## config.mk

```make
export PLATFORM = sky130hd
export DESIGN_NAME = mem_port_arbiter
export DESIGN_NICKNAME = d
export VERILOG_FILES = /design/src/rtl/mem_port_arbiter.sv
export SDC_FILE = /design/constraint.sdc
export NUM_CORES = 1
export LEC_CHECK = 0
export BUFFER_PORTS_ARGS = -buffer_cell sky130_fd_sc_hd__buf_2
export CAP_MARGIN = 20
export CORE_MARGIN = 2
export CORE_UTILIZATION = 24
export CTS_BUF_LIST = sky130_fd_sc_hd__clkbuf_8
export CTS_CLUSTER_DIAMETER = 50
export DETAILED_ROUTE_END_ITERATION = 10
export SKIP_CTS_REPAIR_TIMING = 1
export SYNTH_ARGS = -nofsm -noshare
export SYNTH_HDL_FRONTEND = slang
export SYNTH_SLANG_ARGS = --single-unit
```

## constraint.sdc

```tcl
create_clock -name CLK -period 3.75 [get_ports CLK]
set_clock_uncertainty 0.1 [all_clocks]
set_input_delay 0.375 -clock CLK [delete_from_list [all_inputs] [get_ports CLK]]
set_output_delay 0.375 -clock CLK [all_outputs]
set_load 0.01 [all_outputs]
```

## src/rtl/mem_port_arbiter.sv

```systemverilog
// Two-master (fetch/data) to single memory port arbiter: grant in IDLE, m_req next cycle, response or timeout in WAIT.
// Arbitration is fixed data-first unless ARB_ROUND_ROBIN_EN is defined; no backpressure, requesters hold req until gnt.
module mem_port_arbiter #(
    parameter int ADDR_W  = 32,
    parameter int DATA_W  = 32,
    parameter int TIMEOUT = 16
) (
    input  logic              CLK,
    input  logic              Reset_n,
    input  logic              i_req,
    input  logic [ADDR_W-1:0] i_addr,
    output logic              i_gnt,
    output logic              i_rvalid,
    output logic [DATA_W-1:0] i_rdata,
    input  logic              d_req,
    input  logic              d_we,
    input  logic [ADDR_W-1:0] d_addr,
    input  logic [DATA_W-1:0] d_wdata,
    input  logic [2:0]        d_funct3,
    output logic              d_gnt,
    output logic              d_rvalid,
    output logic [DATA_W-1:0] d_rdata,
    output logic              m_req,
    output logic              m_we,
    output logic [ADDR_W-1:0] m_addr,
    output logic [DATA_W-1:0] m_wdata,
    output logic [2:0]        m_funct3,
    input  logic              m_rvalid,
    input  logic [DATA_W-1:0] m_rdata,
    output logic              err,
    output logic              busy
);

    localparam logic [1:0] ST_IDLE  = 2'd0;
    localparam logic [1:0] ST_ISSUE = 2'd1;
    localparam logic [1:0] ST_WAIT  = 2'd2;

    localparam int                CNT_W    = (TIMEOUT > 1) ? $clog2(TIMEOUT) : 1;
    localparam logic [CNT_W-1:0]  CNT_LAST = CNT_W'(TIMEOUT - 1);

    logic [1:0]        state_q, state_d;
    logic [CNT_W-1:0]  cnt_q, cnt_d;
    logic              owner_q, owner_d;   // 1 = data port owns the transaction
    logic              we_q, we_d;
    logic [ADDR_W-1:0] addr_q, addr_d;
    logic [DATA_W-1:0] wdata_q, wdata_d;
    logic [2:0]        funct3_q, funct3_d;

    logic              data_win;
    logic              gnt_vld;
    logic              rsp_vld;
    logic [DATA_W-1:0] rsp_dat;
    logic              err_c;

`ifdef ARB_ROUND_ROBIN_EN
    logic ptr_q, ptr_d;  // 1 = data side favoured on a tie

    assign data_win = d_req && (!i_req || ptr_q);
    assign ptr_d    = gnt_vld ? !data_win : ptr_q;

    always_ff @(posedge CLK or negedge Reset_n) begin
        if (!Reset_n) ptr_q <= 1'b1;
        else          ptr_q <= ptr_d;
    end
`else
    assign data_win = d_req;
`endif

    assign gnt_vld = (state_q == ST_IDLE) && (i_req || d_req);

    always_comb begin
        state_d  = state_q;
        cnt_d    = cnt_q;
        owner_d  = owner_q;
        we_d     = we_q;
        addr_d   = addr_q;
        wdata_d  = wdata_q;
        funct3_d = funct3_q;
        rsp_vld  = 1'b0;
        rsp_dat  = '0;
        err_c    = 1'b0;
        case (state_q)
            ST_IDLE: begin
                if (gnt_vld) begin
                    state_d = ST_ISSUE;
                    owner_d = data_win;
                    if (data_win) begin
                        we_d     = d_we;
                        addr_d   = d_addr;
                        wdata_d  = d_wdata;
                        funct3_d = d_funct3;
                    end else begin
                        we_d     = 1'b0;
                        addr_d   = i_addr;
                        wdata_d  = '0;
                        funct3_d = 3'b010;
                    end
                end
            end
            ST_ISSUE: begin
                state_d = ST_WAIT;
                cnt_d   = '0;
            end
            ST_WAIT: begin
                cnt_d = cnt_q + CNT_W'(1);
                // A response in the final timeout cycle still wins over the error.
                if (m_rvalid) begin
                    rsp_vld = 1'b1;
                    rsp_dat = we_q ? '0 : m_rdata;
                    state_d = ST_IDLE;
                end else if (cnt_q == CNT_LAST) begin
                    rsp_vld = 1'b1;
                    err_c   = 1'b1;
                    state_d = ST_IDLE;
                end
            end
            default: state_d = ST_IDLE;
        endcase
    end

    always_ff @(posedge CLK or negedge Reset_n) begin
        if (!Reset_n) begin
            state_q  <= ST_IDLE;
            cnt_q    <= '0;
            owner_q  <= 1'b0;
            we_q     <= 1'b0;
            addr_q   <= '0;
            wdata_q  <= '0;
            funct3_q <= 3'b000;
        end else begin
            state_q  <= state_d;
            cnt_q    <= cnt_d;
            owner_q  <= owner_d;
            we_q     <= we_d;
            addr_q   <= addr_d;
            wdata_q  <= wdata_d;
            funct3_q <= funct3_d;
        end
    end

    // Grants are combinational, so reset gates them to keep every output low.
    assign d_gnt    = Reset_n && gnt_vld && data_win;
    assign i_gnt    = Reset_n && gnt_vld && !data_win;
    assign d_rvalid = rsp_vld && owner_q;
    assign i_rvalid = rsp_vld && !owner_q;
    assign d_rdata  = owner_q ? rsp_dat : '0;
    assign i_rdata  = owner_q ? '0 : rsp_dat;
    assign err      = err_c;
    assign busy     = (state_q != ST_IDLE);
    assign m_req    = (state_q == ST_ISSUE);
    assign m_we     = we_q;
    assign m_addr   = addr_q;
    assign m_wdata  = wdata_q;
    assign m_funct3 = funct3_q;

endmodule

```

* Yosys cells after proc, flatten, opt, wreduce, memory -nomap -nowiden
Index checks and enable logic that the tools add are counted.
** Operators by class
- Add/subtract/negate cells :: 1
- Equality and inequality tests :: 5
- Multiplexer cells :: 19
- Reduce and logical (&&, ||, !) cells :: 14
** Operators by type and width (number)
- 2-to-1 mux 32 bit :: 7
- one-hot mux 4 bit (2 select lines) :: 1
- logical AND 1 bit :: 6
- 2-to-1 mux 1 bit :: 6
- 2-to-1 mux 2 bit :: 3
- one-hot mux 2 bit (3 select lines) :: 1
- adder 4 x 1 -> 4 bit (second input constant) :: 1
- equality test 4 bit (second input constant) :: 1
- AND reduction 2 bit :: 2
- nonzero test 2 bit :: 2
- 2-to-1 mux 3 bit :: 1
- != test 3 bit (second input constant) :: 1
- equality test 2 x 1 -> 1 bit (second input constant) :: 1
- equality test 2 bit (second input constant) :: 1
- zero test 1 bit :: 2
- zero test 2 bit :: 1
- != test 2 bit (second input constant) :: 1
- logical OR 1 bit :: 1
** Storage, ports and cells
- Bits in registers :: 75
- Input port bits :: 137
- Output and inout port bits :: 139
- Word-level logic and storage cells :: 46

* Logic depth before layout (Yosys ltp)
Gate-level depths: netlist of the first run.
- Depth in word-level cells :: 5
- Gate-level depth with buffers :: 7
- Gate-level depth less buffers :: 5

* Least setup slack after synthesis of the first run
OpenSTA, ideal clock, no wires.
- Path type :: register to output
- Start point :: register state_q[0]
- End point :: output port i_rdata[10]
- Arrival :: 1.317 ns
- Data required time :: 3.275 ns
- Slack :: 1.958 ns
- Cell stages (with the launch flop) :: 8
- Path buffers :: 2
- Cell sequence :: dfrtp_1 > inv_1 > ha_1 > buf_4 > nand2b_1 > nor2_1 > buf_2 > and2_1
** On the way
- Longest elaborated chain between the ends :: 3
** RTL lines
- from (decl) :: RTL line 41 : logic [1:0] state_q, state_d;
- from (signal assigned) :: RTL line 131 : state_q <= state_d;
- equality test 2 bit :: RTL line 82 : case (state_q)
- 2-to-1 mux 32 bit :: RTL line 82
- 2-to-1 mux 32 bit :: RTL line 147 : assign i_rdata = owner_q ? '0 : rsp_dat;
- to (decl) :: RTL line 14 : output logic [DATA_W-1:0] i_rdata,
Every way passes these cells.

* Worst setup path in the final report of the first run
- Start point :: register state_q[0]
- End point :: output port d_rdata[9]
** On the way
- Longest elaborated chain between the ends :: 3
** RTL lines
- equality test 2 bit :: RTL line 82
- 2-to-1 mux 32 bit :: RTL line 82
- 2-to-1 mux 32 bit :: RTL line 146 : assign d_rdata = owner_q ? rsp_dat : '0;
- to (decl) :: RTL line 22 : output logic [DATA_W-1:0] d_rdata,
Every way passes these cells.

==> impl_metrics.ini, run 1 <==
[worst_setup_path]
reg2reg_from = state_q[0]$_DFFE_PN0P_
cp.arrival_ns = 2.00
cp-start-kind = flop
reg2reg_depth = 5
rrSetupSlack_ns = 1.88
worstSetupPathType = flop to output pin
critPathRequiredTime_ns = 3.27
path_max_fanout = 32
endpoint_kind = output pin
reg2reg_to = state_q[1]$_DFFE_PN0P_

[placement]
dp_slack_ns = 1.67
port_buffers = 275
place_congestion = 0.741
place_hpwl_mm = 9.47
dpl-instance-area_sq_mm = 0.00533

[logic_synthesis]
synth_area_leaders = dfrtp_1 (49%), nand2_1 (11%), and2_1 (10%)
yosys.area.top_type_share_pct = 49.1
netlist_instances = 418
syn_avg_cell_area_sq_um = 9.15
yosysWarnings = 0
synthArstFlopShare_pct = 100
netlist_area_sq_mm = 0.00382
synth_edf_count = 0
synth.largest_area_cell = dfrtp_1
synthMostInstantiatedCell = nand2_1
synthTopCellsByCount = nand2_1 (107), dfrtp_1 (75), and2_1 (64)
ys_ff_latch = 75
synth_fp_nets = 560
ys.flop_type = dfrtp_1
synth_cell_types = 26
ys_seq_area_share_pct = 49.1

[power]
p_leak_nw = 3.23
total_power_mw = 3.52
irDropWorstVdd_mv = 0.279
p_per_area_mw_per_mm2 = 635

[clock_network]
cts_buffer_depth = 2
cts_buffers = 9
cts_tree = built
clk_pin_slew_ns = 0.08
h-tree-depth = 3
clock-sinks = 75
cts_root_buf = clkbuf_8
clk_latency_ns = 0.35

[route]
ant_nets = 0
drt_iter0_markers = 132
wire_per_inst_um = 13.7
vias = 3694
drc = 0
drt_pass1_iterations = 4
vias_per_cell = 4.10
drt_wl_total_mm = 12.4

[die]
die_w_um = 130
die_h_um = 130
ios = 276
die-area_sq_mm = 0.0170
rows = 46
core-area_sq_mm = 0.0157
start_util_pct = 24.3

[outcome]
status = finished clean

[timing]
period_needed_ns = 2.47
setup_tns_ns = 0
drv_slew = 0
finalHoldViolations = 0
rsz0062_at_grt = no
tightest_slew_ns = 0.786
setup_violations = 0
fmax_ghz = 0.405
maxSlewHeadroom_pct = 47.6
timing.final.ws_setup_ns = 1.28
fin_crit_sh_pct = 65.9

[job]
cap_violations = 0

[hold_path]
hold_path.class = primary input to flop
hp-start = d_wdata[4]
whs_path_depth = 3
worstHoldEndpoint = m_wdata[4]$_DFFE_PN0P_

[layout]
final_util_pct = 35.2
finalInstanceArea_sq_mm = 0.00553
drive_gt1_share_pct = 43.6
area_delta_synth_final_pct = 44.7
n_antenna_cell = 0
layout.nets = 822

[grt]
grt_pass1_wl_mm = 18.0
grt_pass1_vias = 3434
overflow = 0
grt_max_degree = 89
track_usage_pct = 13.9
antenna_found_initial = 0
## metal layers
metal	vias up	track usage [%]	part of all wire (%)
met2	183	26.0	51
li1	1876	-	-
met3	15	2.38	7.8
met5	-	0	0
met1	1620	15.7	39
met4	0	5.82	2.2
## critical path, cell delays in order, from the launching register on
cell	delay, ns
dfrtp_1	0.40
inv_1	0.12
ha_1	0.34
nand2_1	0.12
nor2_1	0.09
buf_4	0.25
and2_1	0.18
buf_2	0.14
## logic make-up after synthesis
kind of cell | count (synthesis) | synth area share (%)
muxes | 34 | 8.97
buffers and inverters | 39 | 6.12
and+or+nand+nor | 224 | 28.2
adders and majority gates | 5 | 1.64
AOI/OAI and AO/OA | 41 | 5.99
DFF | 75 | 49.1
## report_power, final
group,internal (mW),switching [mW]
Clock,0.305,0.309
Sequential,1.16,0.184
Combinational,0.611,0.946
Total,2.08,1.44
## worst max path at each step
stage                                       from     endpoint  slack (ns)
after floorplan           state_q[0]$_DFFE_PN0P_  i_rdata[10]        1.96
after global placement    state_q[0]$_DFFE_PN0P_  d_rdata[10]        1.72
after detailed placement  state_q[0]$_DFFE_PN0P_   d_rdata[9]        1.67
after CTS                 state_q[0]$_DFFE_PN0P_   d_rdata[9]        1.28
after global routing      state_q[0]$_DFFE_PN0P_   i_rdata[8]        1.13
final                     state_q[0]$_DFFE_PN0P_   d_rdata[9]        1.28
## stage by stage
step | cells | hold WS [ns]
floorplan | 418 | -0.0206
global placement | 884 | 0.170
global route | 901 | 0.141
detailed placement | 884 | 0.172
CTS | 900 | -0.232
finish | 901 | 0.147
## final cells by class
type                            instances  area [sq um]
Clock buffer                            9           124
Clock inverter                          7          67.6
Fill cell                            1681         10200
Inverter                                8          30.0
Multi-Input combinational cell        304          1720
Sequential cell                        75          1880
Tap cell                              216           270
Timing Repair Buffer                  282          1450
## flip-flops by register name, summed over array words and instances, names as in the netlist
register / cells
m_addr: 32
m_funct3: 3
owner_q: 1
m_wdata: 32
m_we: 1
state_q: 2
cnt_q: 4
## cells in the final DEF, fill, tap and decap left out, types with 2 or more instances in the layout
master	Yosys	final
o21ai_0	3	3
o21ai_1	33	33
clkinv_2	0	2
buf_2	16	273
dfrtp_1	75	75
mux2_1	2	2
nand2_1	107	107
buf_4	2	7
nand3_1	41	41
mux2i_1	32	32
ha_1	5	4
inv_1	8	9
clkinvlp_4	0	2
and2_1	64	64
clkbuf_8	0	9
nand2b_1	2	2
nor2_1	5	5
Power figures use the tool's default switching activity.
==> run 2: changes to the inputs <==
clock period = 2.5 ns   (was 3.75 ns; I/O delays follow)
==> run 2 against run 1 <==
Compared with the run above: routed wire length fell by 0.40%; core utilization rose by 0.37 points; via count rose by 1.9%; non-clock buffer count rose by 4; final area rose by 1.1%; critical path depth did not move; clock power rose by 60%; total power rose by 52%; flip-flop and latch count did not move; count of clock-buffer cells in the layout did not move; largest cell class unchanged.
==> impl_metrics.ini, run 2 (synthesized netlist as in run 1, its figures left out) <==
[clock_network]
clk_latency_ns = 0.34
clk_pin_slew_ns = 0.10
h-tree-depth = 3
cts_root_buf = clkbuf_8
clock-sinks = 75
cts_tree = built
cts_buffers = 9
cts_buffer_depth = 2

[timing]
tightest_slew_ns = 0.513
fmax_ghz = 0.449
fin_crit_sh_pct = 89.0
maxSlewHeadroom_pct = 65.8
setup_violations = 0
drv_slew = 0
rsz0062_at_grt = no
period_needed_ns = 2.23
setup_tns_ns = 0
finalHoldViolations = 0

[power]
p_int_mw = 3.15
netSwitchingPower_mw = 2.19
swShare_pct = 41.0
p_seq_share_pct = 37.6
clkPwrFrac_pct = 18.5
power_frac_comb_pct = 43.9
p_leak_nw = 3.25
irDropWorstVdd_mv = 0.324
p_per_area_mw_per_mm2 = 954

[route]
vias = 3763
drt_pass1_iterations = 4
drc = 0
drt_iter0_markers = 121
drt_wl_total_mm = 12.3
vias_per_cell = 4.14
ant_nets = 0
wire_per_inst_um = 13.6

[outcome]
status = finished clean

[die]
start_util_pct = 24.3
die-area_sq_mm = 0.0170
ios = 276
die_w_um = 130
die_h_um = 130
core-area_sq_mm = 0.0157
rows = 46

[grt]
antenna_found_initial = 2
grt_use_met3_pct = 3.36
busiest_layer = met2
grt_max_degree = 62
overflow = 0
grtUsageMet2_pct = 24.8
met1_usage_pct = 15.4
track_usage_pct = 13.6
grt_pass1_wl_mm = 17.6
grt_pass1_vias = 3271

[worst_setup_path]
crit_chain = inv_1 -> ha_2 -> nand2_1 -> nor2_1 -> buf_4 -> and2_1 -> buf_2
worstSetupPathType = flop to output pin
endpoint_kind = output pin
critPathRequiredTime_ns = 2.15
path_max_fanout = 32
cp-start-kind = flop
cp.arrival_ns = 1.88
max_stage_delay_ns = 0.40
critPathSlowestCell = dfrtp_1

[layout]
layout.nets = 826
area_delta_synth_final_pct = 46.2
layout.cells.non_filler = 908
final_util_pct = 35.6
drive_gt1_share_pct = 44.1
layout_commonest_cell = buf_2
final_cell_mix = buf_2 (273), nand2_1 (107), dfrtp_1 (75)

[placement]
place_congestion = 0.718
dpl.cell_count = 887
port_buffers = 275
place_hpwl_mm = 9.72

[job]
cap_violations = 0

[hold_path]
hold_path.class = primary input to flop
==> run 2: per-layer routing <==
layer / vias to the layer above / part of all wire [%] / routed length (um)
li1: 1894 / - / -
met1: 1683 / 40 / 4860
met2: 177 / 51 / 6310
met3: 9 / 7.8 / 963
met4: 0 / 1.3 / 166
met5: - / 0 / 0
==> run 2: through the flow <==
step | total power, mW | area, sq um | setup slack [ns] | hold WS [ns]
after floorplan | 3.48 | 3820 | 0.833 | -0.146
after global placement | 4.40 | 5350 | 0.593 | 0.0848
after detailed placement | 4.43 | 5350 | 0.566 | 0.0806
after CTS | 5.47 | 5560 | 0.140 | -0.329
after global routing | 5.83 | 5590 | 0.0695 | 0.00330
final | 5.34 | 5590 | 0.274 | 0.0134
==> run 2: worst paths after layout <==
path	start	to	slack, ns	depth (start not counted)
min reg2reg	m_wdata[9]$_DFFE_PN0P_	m_wdata[9]$_DFFE_PN0P_	0.36	2
max	state_q[0]$_DFFE_PN0P_	d_rdata[9]	0.27	7
min	d_wdata[8]	m_wdata[8]$_DFFE_PN0P_	0.01	3
min in group asynchronous	Reset_n	m_wdata[31]$_DFFE_PN0P_	0.23	2
max in group asynchronous	Reset_n	m_wdata[25]$_DFFE_PN0P_	1.36	3
max reg2reg	state_q[0]$_DFFE_PN0P_	m_addr[27]$_DFFE_PN0P_	0.76	6
==> run 2: power groups by stage <==
stage	Combinational, mW	Sequential, mW	Clock [mW]
3_3_place_gp	2.37	2.04	0
3_5_place_dp	2.41	2.03	0
6_report	2.34	2.01	0.985
2_1_floorplan	1.22	2.26	0
5_1_grt	2.65	2.09	1.09
4_1_cts	2.40	2.02	1.05
==> run 2: final cells by class <==
class	count	area (sq um)
diodes	3	7.51
clock buffers	9	124
clock inverters	7	83.8
fillers	1684	10100
inverters	8	30.0
multi-input cells	304	1720
flip-flops and latches	75	1880
well taps	216	270
repair buffers	286	1480
==> run 2: worst max-delay path, delay by kind of cell, from the launching register on <==
family,cells,cell delay (ns)
flops,1,0.40
simple gates,3,0.36
fa+ha+maj,1,0.28
buf+inv,3,0.49
==> run 3: changes to the inputs <==
SKIP_LAST_GASP = 1   (was unset)
clock period = 2.7 ns   (was 2.5 ns; I/O delays follow)
==> run 3 against run 2 <==
Compared with the run above: highest routed layer unchanged; core utilization increased by 0.072 points; routed wire length increased by 0.93%; hold slack improved by 0.017 ns; critical path depth unchanged; sequential power decreased by 7%; cell count decreased by 0.44%; flip-flop and latch count unchanged; final area increased by 0.20%; global-route usage increased by 0.45 points; register-to-register slack improved by 0.14 ns; setup slack improved by 0.070 ns; count of clock-buffer cells in the layout increased by 1.
==> impl_metrics.ini, run 3 (synthesized netlist as in run 1, its figures left out) <==
[outcome]
status = finished clean

[timing]
setup_tns_ns = 0
tightest_slew_ns = 0.459
setup_violations = 0
fmax_ghz = 0.425
finalHoldViolations = 0
rsz0062_at_grt = no
drv_slew = 0
maxSlewHeadroom_pct = 69.4
fin_crit_sh_pct = 87.2
timing.final.ws_setup_ns = 0.344
period_needed_ns = 2.36

[grt]
grt_pass1_wl_mm = 18.0
track_usage_pct = 14.0
grt_max_degree = 73
grt_pass1_vias = 3417
overflow = 0
antenna_found_initial = 0

[clock_network]
clk_latency_ns = 0.35
cts_buffers = 9
cts_root_buf = clkbuf_8
cts_tree = built
clk_pin_slew_ns = 0.09
h-tree-depth = 3
cts_buffer_depth = 2
clock-sinks = 75

[route]
drt_pass1_iterations = 4
drt_iter0_markers = 143
vias_per_cell = 4.13
ant_nets = 0
wire_per_inst_um = 13.7
drc = 0
vias = 3729
drt_wl_total_mm = 12.4

[job]
cap_violations = 0

[placement]
dp_slack_ns = 0.725
place_congestion = 0.730
port_buffers = 275
place_hpwl_mm = 9.71

[layout]
n_antenna_cell = 0
drive_gt1_share_pct = 43.9
area_delta_synth_final_pct = 46.5
multi_input_area_sq_mm = 0.00172
final_cell_mix = buf_2 (273), nand2_1 (107), dfrtp_1 (75)
final_util_pct = 35.7
nFillCells = 1680
seqCellArea_sq_mm = 0.00188
layout_commonest_cell = buf_2
layout.nets = 825

[power]
total_power_mw = 5.05
p_per_area_mw_per_mm2 = 901
irDropWorstVdd_mv = 0.316
p_leak_nw = 3.27

[die]
die-area_sq_mm = 0.0170
die_h_um = 130
die_w_um = 130
start_util_pct = 24.3
rows = 46
ios = 276
core-area_sq_mm = 0.0157

[worst_setup_path]
cp.arrival_ns = 1.99
critPathRequiredTime_ns = 2.33
cp-start-kind = flop
endpoint_kind = output pin
path_max_fanout = 32
worstSetupPathType = flop to output pin
rrSetupSlack_ns = 0.90

[hold_path]
hold_path.class = primary input to flop
==> run 3: cell count changes in the layout (fill, tap and decap cells not counted), sizes merged <==
cell,delta
clkbuf,+1
dlygate4sd3,-1
inv,-1
bufinv,+1
clkinv,-1
diode,-3
==> run 3: routing by layer <==
metal	track usage, %	wire length (um)	up-vias
met2	25.7	6280	179
li1	-	-	1882
met3	2.95	1020	13
met5	0	0	-
met4	5.95	203	0
met1	15.8	4920	1655
==> run 3: through the flow <==
step	instance area [sq um]	cells	hold slack, ns
after floorplan	3820	418	-0.126
after global placement	5370	887	0.0475
after detailed placement	5370	887	0.0480
after CTS	5590	903	-0.359
after global routing	5600	904	0.0261
final	5600	904	0.0306
==> run 3: path summary, 6_finish.rpt <==
check                      cells after the start                       to                     from
setup / recovery                               7              i_rdata[13]   state_q[0]$_DFFE_PN0P_
hold / removal                                 3   m_wdata[8]$_DFFE_PN0P_               d_wdata[8]
setup reg to reg                               6  m_wdata[22]$_DFFE_PN0P_   state_q[1]$_DFFE_PN0P_
hold reg to reg                                2  m_funct3[0]$_DFFE_PN0P_  m_funct3[0]$_DFFE_PN0P_
max in group asynchronous                      3   m_addr[25]$_DFFE_PN0P_                  Reset_n
min in group asynchronous                      2  m_funct3[1]$_DFFE_PN0P_                  Reset_n
==> run 3: final cells by class <==
type / count / area share (%)
Clock buffer: 10 / 2.46
Multi-Input combinational cell: 304 / 30.6
Inverter: 8 / 0.536
Sequential cell: 75 / 33.5
Clock inverter: 6 / 1.59
Tap cell: 216 / 4.82
Timing Repair Buffer: 285 / 26.5
==> run 3: report_power, final <==
group	internal (mW)	total [mW]	switching (mW)
logic	0.876	2.19	1.31
registers	1.61	1.87	0.256
clock network	0.548	0.993	0.445
==> run 3: critical path, cell delays in order (launching register included) <==
cell,delay (ns)
dfrtp_1,0.40
inv_1,0.11
ha_1,0.34
nand2b_1,0.12
nor2_1,0.12
buf_4,0.26
and2_1,0.16
buf_2,0.12
